$ cat config.mk
export PLATFORM = sky130hd
export DESIGN_NAME = ring_buffer_tx_flat
export DESIGN_NICKNAME = d
export VERILOG_FILES = /design/src/rtl/ring_buffer_pkg.sv /design/src/rtl/ring_buffer_tx_if.sv /design/src/rtl/rbtx_stage_mem.sv /design/src/rtl/ring_buffer_tx.sv /design/src/flat_wrapper.sv
export SDC_FILE = /design/constraint.sdc
export NUM_CORES = 1
export LEC_CHECK = 0
export ABC_AREA = 1
export CELL_PAD_IN_SITES_DETAIL_PLACEMENT = 2
export CELL_PAD_IN_SITES_GLOBAL_PLACEMENT = 2
export CORE_ASPECT_RATIO = 2
export CORE_MARGIN = 2
export CORE_UTILIZATION = 44
export CTS_BUF_LIST = sky130_fd_sc_hd__clkbuf_2
export DETAILED_ROUTE_END_ITERATION = 8
export GPL_TIMING_DRIVEN = 1
export PLACE_DENSITY = 0.95
export SLEW_MARGIN = 20
export SYNTH_ARGS = -nofsm -noshare
export SYNTH_HDL_FRONTEND = slang
export SYNTH_HIERARCHICAL = 1
export SYNTH_SLANG_ARGS = --single-unit
$ cat constraint.sdc
create_clock -name clk -period 5.3 [get_ports clk]
set_input_delay 1.06 -clock clk [delete_from_list [all_inputs] [get_ports clk]]
set_output_delay 1.06 -clock clk [all_outputs]
set_load 0.05 [all_outputs]
$ cat src/rtl/ring_buffer_pkg.sv
// Shared types and default sizes for the ring-buffer load path.
package ring_buffer_pkg;

   localparam int RB_WIDTH = 16;
   localparam int RB_DEPTH = 8;

   typedef logic [RB_WIDTH-1:0] rb_word_t;

   typedef enum logic [2:0] {
      FILL,
      LISTEN,
      LEAD_WAIT,
      SEND,
      GAP_WAIT,
      DONE
   } rbtx_state_t;

endpackage

$ cat src/rtl/ring_buffer_tx_if.sv
// Upstream valid/ready stream plus the listen/strobe/din load bus of the ring-buffer transmitter.
interface ring_buffer_tx_if
   import ring_buffer_pkg::*;
#(
   parameter int WIDTH = RB_WIDTH
);

   logic             in_valid;
   logic [WIDTH-1:0] in_data;
   logic             in_ready;
   logic             listen;
   logic             strobe;
   logic [WIDTH-1:0] din;
   logic             busy;
   logic             frame_done;

   // master is the traffic source / monitor side, slave is the transmitter
   modport master (
      output in_valid, in_data,
      input  in_ready, listen, strobe, din, busy, frame_done
   );

   modport slave (
      input  in_valid, in_data,
      output in_ready, listen, strobe, din, busy, frame_done
   );

endinterface

$ cat src/rtl/rbtx_stage_mem.sv
// DEPTH x WIDTH staging register file with one write port and a registered read port feeding din.
module rbtx_stage_mem
   import ring_buffer_pkg::*;
#(
   parameter int WIDTH = RB_WIDTH,
   parameter int DEPTH = RB_DEPTH
) (
   input  logic                     clk,
   input  logic                     reset,
   input  logic                     we,
   input  logic [$clog2(DEPTH)-1:0] waddr,
   input  logic [WIDTH-1:0]         wdata,
   input  logic                     re,
   input  logic [$clog2(DEPTH)-1:0] raddr,
   output logic [WIDTH-1:0]         rdata
);

   logic [WIDTH-1:0] mem [DEPTH];

   // NOTE: the array has no reset; every slot is written during FILL before it is read.
   always_ff @(posedge clk) begin
      if (we) begin
         mem[waddr] <= wdata;
      end
   end

   // NOTE: sequential state uses non-blocking assignments so all registers update together.
   always_ff @(posedge clk or negedge reset) begin
      if (!reset) begin
         rdata <= '0;
      end else if (re) begin
         rdata <= mem[raddr];
      end
   end

endmodule

$ cat src/rtl/ring_buffer_tx.sv
// Ring-buffer transmitter: stages DEPTH words, then sends listen followed by DEPTH strobes.
// Optional counters frames_sent/stall_cycles are built when RING_BUFFER_TX_STATS_EN is defined.
module ring_buffer_tx
   import ring_buffer_pkg::*;
#(
   parameter int WIDTH = RB_WIDTH,
   parameter int DEPTH = RB_DEPTH,
   parameter int LEAD  = 1,
   parameter int GAP   = 1
) (
   input  logic            clk,
   input  logic            reset,
   ring_buffer_tx_if.slave bus
`ifdef RING_BUFFER_TX_STATS_EN
   ,
   output logic [15:0]     frames_sent,
   output logic [15:0]     stall_cycles
`endif
);

   localparam int            AW       = $clog2(DEPTH);
   localparam logic [AW-1:0] LAST     = AW'(DEPTH - 1);
   localparam logic [3:0]    LEAD_END = 4'(LEAD - 1);
   localparam logic [3:0]    GAP_END  = 4'(GAP - 1);

   rbtx_state_t   state, next;
   logic [AW-1:0] wcnt, rcnt, raddr;
   logic [3:0]    dcnt;
   logic          accept, rd_en;
   logic          in_ready_q, listen_q, strobe_q, busy_q, done_q;
   logic [WIDTH-1:0] din_q;

   assign accept = bus.in_valid && in_ready_q;

   // The word for a strobe is fetched on the edge that enters SEND; in back-to-back
   // SEND the word currently on din is rcnt, so the next one is rcnt+1.
   assign rd_en = (next == SEND);
   assign raddr = (state == SEND) ? rcnt + 1'b1 : rcnt;

   // NOTE: every always_comb output gets a default first so no latch is inferred.
   always_comb begin
      next = state;
      unique case (state)
         FILL:      if (accept && wcnt == LAST) next = LISTEN;
         LISTEN:    next = (LEAD > 0) ? LEAD_WAIT : SEND;
         LEAD_WAIT: if (dcnt == LEAD_END) next = SEND;
         SEND: begin
            if (rcnt == LAST)  next = DONE;
            else if (GAP > 0)  next = GAP_WAIT;
            else               next = SEND;
         end
         GAP_WAIT:  if (dcnt == GAP_END) next = SEND;
         DONE:      next = FILL;
         default:   next = FILL;
      endcase
   end

   // Outputs are registered from the next state so they line up with the state register.
   always_ff @(posedge clk or negedge reset) begin
      if (!reset) begin
         state      <= FILL;
         wcnt       <= '0;
         rcnt       <= '0;
         dcnt       <= '0;
         in_ready_q <= 1'b0;
         listen_q   <= 1'b0;
         strobe_q   <= 1'b0;
         busy_q     <= 1'b0;
         done_q     <= 1'b0;
      end else begin
         state      <= next;
         in_ready_q <= (next == FILL);
         listen_q   <= (next == LISTEN);
         strobe_q   <= (next == SEND);
         busy_q     <= (next != FILL);
         done_q     <= (next == DONE);
         dcnt       <= ((state == LEAD_WAIT || state == GAP_WAIT) && next == state) ?
                       dcnt + 1'b1 : '0;
         if (accept) wcnt <= wcnt + 1'b1;
         if (state == SEND) rcnt <= rcnt + 1'b1;
         if (state == DONE) begin
            wcnt <= '0;
            rcnt <= '0;
         end
      end
   end

   rbtx_stage_mem #(
      .WIDTH (WIDTH),
      .DEPTH (DEPTH)
   ) u_stage (
      .clk   (clk),
      .reset (reset),
      .we    (accept),
      .waddr (wcnt),
      .wdata (bus.in_data),
      .re    (rd_en),
      .raddr (raddr),
      .rdata (din_q)
   );

   assign bus.in_ready   = in_ready_q;
   assign bus.listen     = listen_q;
   assign bus.strobe     = strobe_q;
   assign bus.din        = din_q;
   assign bus.busy       = busy_q;
   assign bus.frame_done = done_q;

`ifdef RING_BUFFER_TX_STATS_EN
   // Stall cycles only count once the current frame has started filling (wcnt != 0).
   always_ff @(posedge clk or negedge reset) begin
      if (!reset) begin
         frames_sent  <= '0;
         stall_cycles <= '0;
      end else begin
         if (state == DONE) frames_sent <= frames_sent + 1'b1;
         if (state == FILL && wcnt != '0 && !bus.in_valid && stall_cycles != 16'hFFFF)
            stall_cycles <= stall_cycles + 1'b1;
      end
   end
`endif

endmodule

$ cat src/flat_wrapper.sv
// flat-port wrapper written by rule: the top's interface ports become plain ports
module ring_buffer_tx_flat import ring_buffer_pkg::*;
#(
   parameter int WIDTH = RB_WIDTH,
   parameter int DEPTH = RB_DEPTH,
   parameter int LEAD  = 1,
   parameter int GAP   = 1
)
  (clk, reset, bus_in_valid, bus_in_data, bus_in_ready, bus_listen, bus_strobe, bus_din, bus_busy, bus_frame_done);
  ring_buffer_tx_if #(.WIDTH(WIDTH)) bus_i ();
  input  logic clk;
  input  logic reset;
  input wire logic [$bits(bus_i.in_valid)-1:0] bus_in_valid;
  input wire logic [$bits(bus_i.in_data)-1:0] bus_in_data;
  output wire logic [$bits(bus_i.in_ready)-1:0] bus_in_ready;
  output wire logic [$bits(bus_i.listen)-1:0] bus_listen;
  output wire logic [$bits(bus_i.strobe)-1:0] bus_strobe;
  output wire logic [$bits(bus_i.din)-1:0] bus_din;
  output wire logic [$bits(bus_i.busy)-1:0] bus_busy;
  output wire logic [$bits(bus_i.frame_done)-1:0] bus_frame_done;
  assign bus_i.in_valid = bus_in_valid;
  assign bus_i.in_data = bus_in_data;
  assign bus_in_ready = bus_i.in_ready;
  assign bus_listen = bus_i.listen;
  assign bus_strobe = bus_i.strobe;
  assign bus_din = bus_i.din;
  assign bus_busy = bus_i.busy;
  assign bus_frame_done = bus_i.frame_done;
  ring_buffer_tx #(.WIDTH(WIDTH), .DEPTH(DEPTH), .LEAD(LEAD), .GAP(GAP)) u_core (.clk(clk), .reset(reset), .bus(bus_i));
endmodule
==> impl_metrics.csv, run 1 <==
group,metric,value,unit
clocking,postCtsHoldBufs,0,
timing,slew_headroom,0.274,
synth,synth_area,6910,µm²
clocking,cts_root_buffer,"clkbuf_2",
floorplan,die_area,16800,µm²
detailed_routing,drt_pass1_iterations,5,
detailed_routing,initialDrtViolationCount,439,
clocking,cts_max_level,4,
global_routing,grtUsageTotal,0.283,
pwr,seqPwrFrac,0.368,
synth,synthFlopType,"edfxtp_1",
global_routing,grt_max_degree,65,
clocking,cts_sinks,162,
pwr,pwr-share-clk,0.141,
timing,finalSetupTns,0,ns
clocking,worst_skew_pair.late_latency,0.71,ns
timing,tightestPinTransition,1.09,ns
floorplan,io_pins,40,
setup_path,cp-end-kind,"register",
placed_design,gp_congestion,0.811,
pwr,p_int,0.00236,W
synth,ys_warn_count,6,
final_layout,areaGrowthSynthToFinish,11.1,%
floorplan,start_util,0.452,
timing,rsz0062_at_grt,"false",
setup_path,crit_type,"register to register",
timing,max_freq,0.318,GHz
clocking,clockBufferDepth,2,
setup_path,max_stage_delay,0.84,ns
timing,fin_crit_sh,0.594,
setup_path,cpMaxStageDelayCell,"o21ai_2",
synth,seq_area_frac_synth,0.679,
global_routing,grt_pass1_wl,34400,µm
timing,setup_ws,2.15,ns
min_path,hold_path_class,"input pin to async pin",
synth,synth_edf_count,128,
final_layout,final_nets,733,
synth,synth_cells,666,
global_routing,antenna_found_initial,1,
timing,fin_skew,0.0463,ns
global_routing,grt_overflow,0,
clocking,cts_tree,"done",
pwr,p_sw,0.00220,W
pwr,vdd_drop_max,0.531,mV
clocking,cts_setup_buffers,0,
synth,synthArstFlopShare,0.210,
floorplan,die_w,92.6,µm
floorplan,die_y,181,µm
timing,fin_crit,3.15,ns
synth,syn_nets,691,
timing,hold_viol_final,0,
final_layout,fill_cells,1585,
placed_design,pre_cts_ws,2.10,ns
detailed_routing,antenna_left,0,
pwr,powerDensity,594,nW/µm²
detailed_routing,via_count,4992,
job,drv_cap,0,
setup_path,critPathLaunchType,"register",
final_layout,final_core_util,0.502,
detailed_routing,routed_wl,22400,µm
setup_path,cp_max_fo,18,
clocking,ctsResizeCount,0,
global_routing,grt_pass1_vias,5650,
placed_design,dpl.hpwl,14800,µm
timing,slew_viol_final,0,
placed_design,io_buffer_count,39,
clocking,cts.clk_slew.worst_paths,0.24,ns
pwr,combPwrFrac,0.491,
synth,syn_avg_cell_area,10.4,µm²
setup_path,cp.arrival,3.79,ns
synth,synthDistinctLibCells,25,
detailed_routing,vias_per_cell,5.43,
floorplan,core_region_area,15300,µm²
detailed_routing,wl_per_cell,24.3,µm
floorplan,rows,64,
timing,setup_viol,0,
status,outcome,"completed",
clocking,cts_made_buffers,17,
setup_path,required,5.94,ns
pwr,power.share.switching,0.483,
pwr,leakagePower,3.41,nW
detailed_routing,drc,0,
synth,synth-seq-cells,162,
setup_path,crit_chain,"ha_1, ha_1, inv_1, o21ai_2, inv_1, nand3_1, nand3_1, nand2_1",
final_layout,drive_above_1_share,0.0846,
==> critical path, delay by kind of cell, from the launching register on <==
| kind | cells | cell delay [ns] |
|---|---|---|
| simple gates | 3 | 0.56 |
| buf+inv | 2 | 0.70 |
| flops | 1 | 0.46 |
| compound gates | 1 | 0.84 |
| fa+ha+maj | 2 | 0.53 |
==> layout by cell type (no fill, tap or decap), drive strengths merged <==
cell type	netlist	final
ha	6	6
nor2	21	21
clkinv	0	9
nand2	214	214
nor3	3	3
xnor2	2	2
edfxtp	128	128
a21oi	2	2
buf	26	11
clkbuf	0	20
nand4	1	1
inv	122	123
or2	1	1
nand3	101	101
diode	0	1
dfrtp	34	34
o21ai	3	3
xor2	2	2
bufinv	0	2
clkdlybuf4s50	0	38
==> layout make-up <==
type,count,area [µm²],area share
multi-input combinational,356,1600,0.208
antenna,1,2.50,0.000326
tap,198,248,0.0323
clock buffer,20,100,0.0130
inverter,122,459,0.0598
clock inverter,12,115,0.0150
timing repair buffer,49,460,0.0600
sequential,162,4690,0.612
==> synth_stat cells (3+ instances only) <==
master,number,area (µm²)
nand2_1,210,788
edfxtp_1,128,3840
inv_1,115,432
nand3_1,100,500
dfrtp_1,34,851
nor2_1,19,71.3
buf_2,18,90.1
inv_2,7,26.3
ha_1,6,75.1
buf_6,4,45.0
nand2_2,4,25.0
buf_4,3,22.5
==> path summary, 6_finish.rpt <==
kind                            slack [ns]                    start  cells past startpoint                 endpoint
min in group clk                      0.52  u_core/u_stage/rdata[8]                      2  u_core/u_stage/rdata[8]
worst max-delay path                  2.15           u_core/rcnt[0]                      8  u_core/u_stage/rdata[2]
max in group asynchronous             4.31                    reset                      1           u_core/wcnt[0]
worst max register to register        2.15           u_core/rcnt[0]                      8  u_core/u_stage/rdata[2]
worst min register to register        0.52  u_core/u_stage/rdata[8]                      2  u_core/u_stage/rdata[8]
worst min-delay path                  0.42                    reset                      1  u_core/u_stage/rdata[8]
==> power groups by stage <==
stage	Clock, W	Sequential [W]	Combinational (W)
6_report	0.000643	0.00168	0.00224
3_3_place_gp	0	0.00168	0.00195
5_1_grt	0.000708	0.00170	0.00243
3_5_place_dp	0	0.00170	0.00218
4_1_cts	0.000664	0.00168	0.00223
2_1_floorplan	0	0.00191	0.00126
==> sequential cells by signal, summed over array words and instances, names as in the netlist <==
| register | flops |
|---|---|
| u_core/bus.in_ready | 1 |
| u_core/u_stage/rdata | 16 |
| u_core/state | 3 |
| u_core/bus.listen | 1 |
| u_core/rcnt | 3 |
| u_core/bus.busy | 1 |
| u_core/u_stage/mem | 128 |
| u_core/wcnt | 3 |
| u_core/bus.frame_done | 1 |
| u_core/dcnt | 4 |
| u_core/bus.strobe | 1 |
==> cell families (layout without fill, tap and decap cells) <==
kind of cell             after synthesis  after routing  share of synthesized area
AND/OR/NAND/NOR                      341            341                      0.211
AO/OA/AOI/OAI                          5              5                    0.00416
XOR/XNOR                               4              4                    0.00507
flip-flops                           162            162                      0.679
adder cells (fa/ha/maj)                6              6                     0.0109
other                                  0              1                          0
buffers and inverters                148            203                     0.0896
==> metrics by stage <==
step           hold WS, ns  std cells  area [µm²]  total power (W)
2_1_floorplan        0.450        666        6910          0.00317
3_3_place_gp         0.462        887        7460          0.00363
3_5_place_dp         0.468        887        7460          0.00388
4_1_cts              0.367        919        7670          0.00457
5_1_grt              0.383        920        7670          0.00483
6_report             0.419        920        7670          0.00456
==> metal layers <==
metal  vias up  global-route usage  wire length, µm
met2       166               0.508            12300
met4         0               0.138              845
met5         -                   0                0
li1       2198                   -                -
met1      2568               0.323             8510
met3        60              0.0425              775
No activity file was read; power rests on OpenSTA's default activity.
==> inputs of run 2 (changes only) <==
- CORE_UTILIZATION: 44 -> 41
- PLACE_DENSITY: 0.95 -> 0.9
- clock period: 5.3 -> 2.95 ns (I/O delays scaled with it)
==> run 2 against run 1 <==
Non-clock buffer count is 7 higher. Flip-flop and latch count unchanged. Setup slack worse by 1.8 ns. Total power rose by 76%. Clock-buffer cell count stayed put. Die area increased by 7.1%. Via count shrank 2.6%. Sequential share of layout area down 0.46 points. Clock skew grew 0.027 ns. Wire length is 8.3% lower. First-iteration DRC count fell by 29%. Critical path type is now register to primary output. Critical endpoint is now bus_din[14]. Highest routed layer unchanged.
==> impl_metrics.csv, run 2 (synthesis gave the netlist of run 1 again) <==
group,metric,value,unit
status,outcome,"completed",
floorplan,die_w,95.8,µm
placed_design,placed_area,7510,µm²
final_layout,fill_cells,1753,
placed_design,dp.cells,902,
final_layout,final_nets,740,
timing,finalSetupTns,0,ns
pwr,power,0.00803,W
floorplan,rows,67,
setup_path,cp-endpoint,"bus_din[14]",
global_routing,grt_pass1_wl,31600,µm
timing,fin_crit_sh,0.875,
timing,rsz0062_at_grt,"false",
detailed_routing,via_count,4864,
setup_path,reg2reg_to,"u_core/u_stage/rdata[9]",
clocking,cts_made_buffers,17,
final_layout,mostFrequentLayoutCell,"nand2_1",
final_layout,largest_reg_flops,128,
clocking,cts_root_buffer,"clkbuf_2",
global_routing,grtUsageTotal,0.243,
setup_path,crit_start,"u_core/u_stage/rdata[14]",
placed_design,gp_congestion,0.786,
final_layout,drive_above_1_share,0.0893,
final_layout,reg.largest.list,"u_core/u_stage/mem (128), u_core/u_stage/rdata (16), u_core/dcnt (4)",
placed_design,io_buffer_count,39,
setup_path,critPathBufInv,1,
min_path,hold_path_class,"input pin to async pin",
global_routing,grt_overflow,0,
timing,fin_skew,0.0732,ns
setup_path,max_stage_delay,0.81,ns
setup_path,r2r_cells,10,
global_routing,antenna_found_initial,1,
detailed_routing,vias_per_cell,5.20,
floorplan,core_region_area,16600,µm²
setup_path,cpMaxStageDelayCell,"clkdlybuf4s50_1",
timing,setup_viol,0,
setup_path,cp_max_fo,2,
floorplan,io_pins,40,
job,drv_cap,0,
timing,max_freq,0.387,GHz
setup_path,required,2.36,ns
setup_path,crit_chain,"clkdlybuf4s50_1",
setup_path,cp_top_family,"buffers and inverters",
clocking,cts_tree,"done",
timing,hold_viol_final,0,
detailed_routing,antenna_left,0,
timing,tightestPinTransition,0.938,ns
clocking,clockBufferDepth,2,
placed_design,dpl.hpwl,13100,µm
detailed_routing,initialDrtViolationCount,313,
global_routing,grt_pass1_vias,5507,
clocking,cts_max_level,4,
setup_path,crit_type,"register to primary output",
setup_path,cp.arrival,1.99,ns
floorplan,die_area,18000,µm²
final_layout,areaGrowthSynthToFinish,11.9,%
final_layout,final_cell_mix,"nand2_1 (210), edfxtp_1 (128), inv_1 (114)",
detailed_routing,routed_wl,20500,µm
setup_path,cp-end-kind,"primary output",
floorplan,start_util,0.416,
detailed_routing,wl_per_cell,21.9,µm
timing,holdWs,0.458,ns
final_layout,top_register,"u_core/u_stage/mem",
timing,fin_crit,2.58,ns
pwr,powerDensity,1040,nW/µm²
setup_path,critPathLaunchType,"register",
setup_path,r2r_start,"u_core/state[1]",
setup_path,ff2ff_setup_slack,0.47,ns
final_layout,fin_cells,936,
detailed_routing,drt_pass1_iterations,4,
detailed_routing,drc,0,
floorplan,die_y,188,µm
global_routing,grt_max_degree,65,
clocking,cts_sinks,162,
clocking,cts.clk_slew.worst_paths,0.29,ns
pwr,leakagePower,3.42,nW
final_layout,fin_area,7730,µm²
clocking,worst_skew_pair.late_latency,0.76,ns
timing,slew_viol_final,0,
timing,slew_headroom,0.375,
pwr,vdd_drop_max,0.519,mV
setup_path,cp.depth,1,
-- run 2: changes by cell type in the layout (fill, tap and decap cells not counted) --
cell,before,now
buf_4,10,16
clkinv_4,1,2
inv_4,2,0
inv_1,115,114
clkinv_1,1,4
bufinv_16,2,1
clkinv_2,7,0
dlygate4sd3_1,0,1
inv_2,6,7
clkinvlp_4,0,3
inv_6,0,3
-- run 2: per-layer routing --
metal  wire, µm  GRT usage  vias to the layer above  part of all wire
li1           -          -                     2220                 -
met3        680     0.0329                       38             0.033
met1       7640      0.274                     2483              0.37
met2      11700      0.446                      123              0.57
met5          0          0                        -                 0
met4        563     0.0989                        0             0.027
-- run 2: cell type report --
type / instances / area (µm²) / area share
antenna: 1 / 2.50 / 0.000324
clock inverter: 12 / 108 / 0.0139
timing repair buffer: 56 / 515 / 0.0667
sequential: 162 / 4690 / 0.607
multi-input combinational: 356 / 1600 / 0.206
tap: 207 / 259 / 0.0335
inverter: 122 / 458 / 0.0592
clock buffer: 20 / 100 / 0.0129
-- run 2: worst min path at each step --
stage / depth (start not counted) / from / slack, ns / end
2_1_floorplan: 0 / reset / 0.29 / u_core/bus.busy
3_3_place_gp: 2 / u_core/u_stage/rdata[13] / 0.46 / u_core/u_stage/rdata[13]
3_5_place_dp: 2 / u_core/u_stage/rdata[11] / 0.47 / u_core/u_stage/rdata[11]
4_1_cts: 2 / reset / 0.42 / u_core/u_stage/rdata[13]
5_1_grt: 2 / reset / 0.47 / u_core/u_stage/rdata[13]
6_report: 2 / reset / 0.46 / u_core/u_stage/rdata[13]
-- run 2: repair_timing --
action,in CTS,in global routing
hold buffers,1,0
resized for setup,0,0
setup buffers,0,0
endpoints found under the hold margin,34,0
-- run 2: power breakdown --
part           internal [W]  switching [W]  leakage (nW)
clock network      0.000316       0.000821         0.124
logic               0.00107        0.00282          1.71
registers           0.00281       0.000195          1.58
-- run 2: metrics by stage --
| step | worst slack [ns] | util |
|---|---|---|
| final | 0.369 | 0.466 |
| after global routing | 0.263 | 0.466 |
| after CTS | 0.290 | 0.466 |
| after detailed placement | 0.449 | 0.453 |
| after global placement | 0.681 | 0.453 |
| after floorplan | 0.787 | - |
==> inputs of run 3 (changes only) <==
- clock period: 2.95 -> 2.8 ns (I/O delays scaled with it)
==> run 3 against run 2 <==
Final cell count fell by 0.11%. Non-clock buffer count is 1 lower. Setup slack worse by 0.12 ns. Flip-flop and latch count is the same. Hold slack worse by 0.048 ns. Wire length shrank 2.8%. Die area stayed put. Largest power group unchanged. Highest routed layer unchanged.
==> impl_metrics.csv, run 3 (synthesis gave the netlist of run 1 again) <==
group,metric,value,unit
setup_path,ff2ff_setup_slack,0.53,ns
setup_path,r2r_start,"u_core/state[1]",
setup_path,crit_type,"register to primary output",
clocking,postCtsHoldBufs,1,
floorplan,die_w,95.8,µm
setup_path,critPathBufInv,1,
placed_design,dp.cells,901,
setup_path,reg2reg_to,"u_core/u_stage/rdata[1]",
timing,setup_viol,0,
setup_path,max_stage_delay,0.81,ns
setup_path,required,2.24,ns
clocking,cts_setup_buffers,0,
pwr,leakagePower,3.44,nW
timing,max_freq,0.392,GHz
setup_path,cp-end-kind,"primary output",
final_layout,mostFrequentLayoutCell,"nand2_1",
placed_design,pre_cts_ws,0.420,ns
floorplan,core_region_area,16600,µm²
clocking,cts_made_buffers,17,
global_routing,grt_overflow,0,
setup_path,cp_max_fo,2,
setup_path,cp.arrival,1.99,ns
timing,fin_skew,0.0650,ns
final_layout,fin_cells,935,
final_layout,register_area,4690,µm²
timing,finalSetupTns,0,ns
final_layout,areaGrowthSynthToFinish,12.7,%
final_layout,top_register,"u_core/u_stage/mem",
global_routing,grt_pass1_vias,5542,
timing,holdWs,0.410,ns
final_layout,fill_cells,1765,
placed_design,gp_congestion,0.749,
detailed_routing,initialDrtViolationCount,219,
clocking,cts_max_level,4,
clocking,worst_skew_pair.late_latency,0.76,ns
clocking,cts.clk_slew.worst_paths,0.29,ns
detailed_routing,wl_per_cell,21.4,µm
clocking,cts_sinks,162,
timing,rsz0062_at_grt,"false",
final_layout,reg.largest.list,"u_core/u_stage/mem (128), u_core/u_stage/rdata (16), u_core/dcnt (4)",
final_layout,final_nets,739,
setup_path,critPathLaunchType,"register",
timing,setup_ws,0.250,ns
status,outcome,"completed",
setup_path,r2r_cells,11,
pwr,powerDensity,1100,nW/µm²
global_routing,grt_max_degree,65,
detailed_routing,via_count,4770,
floorplan,start_util,0.416,
detailed_routing,vias_per_cell,5.10,
setup_path,cp-endpoint,"bus_din[10]",
min_path,hold_path_class,"input pin to async pin",
timing,fin_crit,2.55,ns
floorplan,die_y,188,µm
setup_path,cp_top_family,"buffers and inverters",
clocking,clockBufferDepth,2,
pwr,power,0.00852,W
floorplan,rows,67,
setup_path,crit_start,"u_core/u_stage/rdata[10]",
final_layout,largest_reg_flops,128,
setup_path,crit_chain,"clkdlybuf4s50_1",
final_layout,drive_above_1_share,0.0880,
clocking,ctsResizeCount,0,
timing,slew_headroom,0.399,
placed_design,dpl.hpwl,13000,µm
placed_design,io_buffer_count,39,
pwr,vdd_drop_max,0.557,mV
detailed_routing,antenna_left,0,
floorplan,io_pins,40,
clocking,cts_tree,"done",
final_layout,final_cell_mix,"nand2_1 (210), edfxtp_1 (128), inv_1 (114)",
timing,hold_viol_final,0,
final_layout,multi_input_area,1600,µm²
timing,tightestPinTransition,0.901,ns
detailed_routing,drc,0,
setup_path,cpMaxStageDelayCell,"clkdlybuf4s50_1",
floorplan,die_area,18000,µm²
global_routing,grt_pass1_wl,31200,µm
timing,fin_crit_sh,0.911,
timing,slew_viol_final,0,
clocking,cts_root_buffer,"clkbuf_2",
global_routing,grtUsageTotal,0.240,
job,drv_cap,0,
detailed_routing,drt_pass1_iterations,4,
setup_path,cp.depth,1,
global_routing,antenna_found_initial,1,
detailed_routing,routed_wl,20000,µm
-- run 3: cell count changes in the layout (fill, tap and decap cells not counted) --
cell | before | now
clkbuf_2 | 20 | 17
clkinvlp_4 | 3 | 1
buf_12 | 0 | 4
buf_4 | 16 | 11
clkinv_4 | 2 | 3
inv_8 | 0 | 1
clkinv_2 | 0 | 2
inv_6 | 3 | 4
-- run 3: cell type report --
type	instances	share of cell area
Sequential cell	162	0.603
Tap cell	207	0.0333
Antenna cell	1	0.000321
Clock inverter	15	0.0169
Inverter	122	0.0588
Multi-Input combinational cell	356	0.205
Clock buffer	17	0.0109
Timing Repair Buffer	55	0.0717
-- run 3: per-layer routing --
layer | track usage | vias to the layer above | wire [µm] | part of all wire
met5 | 0 | - | 0 | 0
met1 | 0.263 | 2443 | 7410 | 0.37
li1 | - | 2213 | - | -
met2 | 0.453 | 89 | 11700 | 0.58
met3 | 0.0342 | 25 | 502 | 0.025
met4 | 0.0857 | 0 | 398 | 0.020
-- run 3: how the worst min path moves through the flow --
stage                              from                        to  slack [ns]
2_1_floorplan                     reset           u_core/bus.busy        0.26
3_3_place_gp   u_core/u_stage/rdata[13]  u_core/u_stage/rdata[13]        0.46
3_5_place_dp   u_core/u_stage/rdata[10]  u_core/u_stage/rdata[10]        0.48
4_1_cts                           reset  u_core/u_stage/rdata[12]        0.36
5_1_grt                           reset  u_core/u_stage/rdata[12]        0.38
6_report                          reset  u_core/u_stage/rdata[12]        0.41
-- run 3: stage by stage --
stage | utilization | instance area, µm²
after floorplan | - | 6910
after global placement | 0.455 | 7550
after detailed placement | 0.455 | 7550
after CTS | 0.469 | 7780
after global routing | 0.469 | 7780
final | 0.469 | 7780
-- run 3: where the power goes --
group	leakage, nW	switching [W]	total (W)	internal, W
logic	1.72	0.00297	0.00415	0.00118
registers	1.58	0.000207	0.00316	0.00296
clock network	0.134	0.000880	0.00121	0.000331
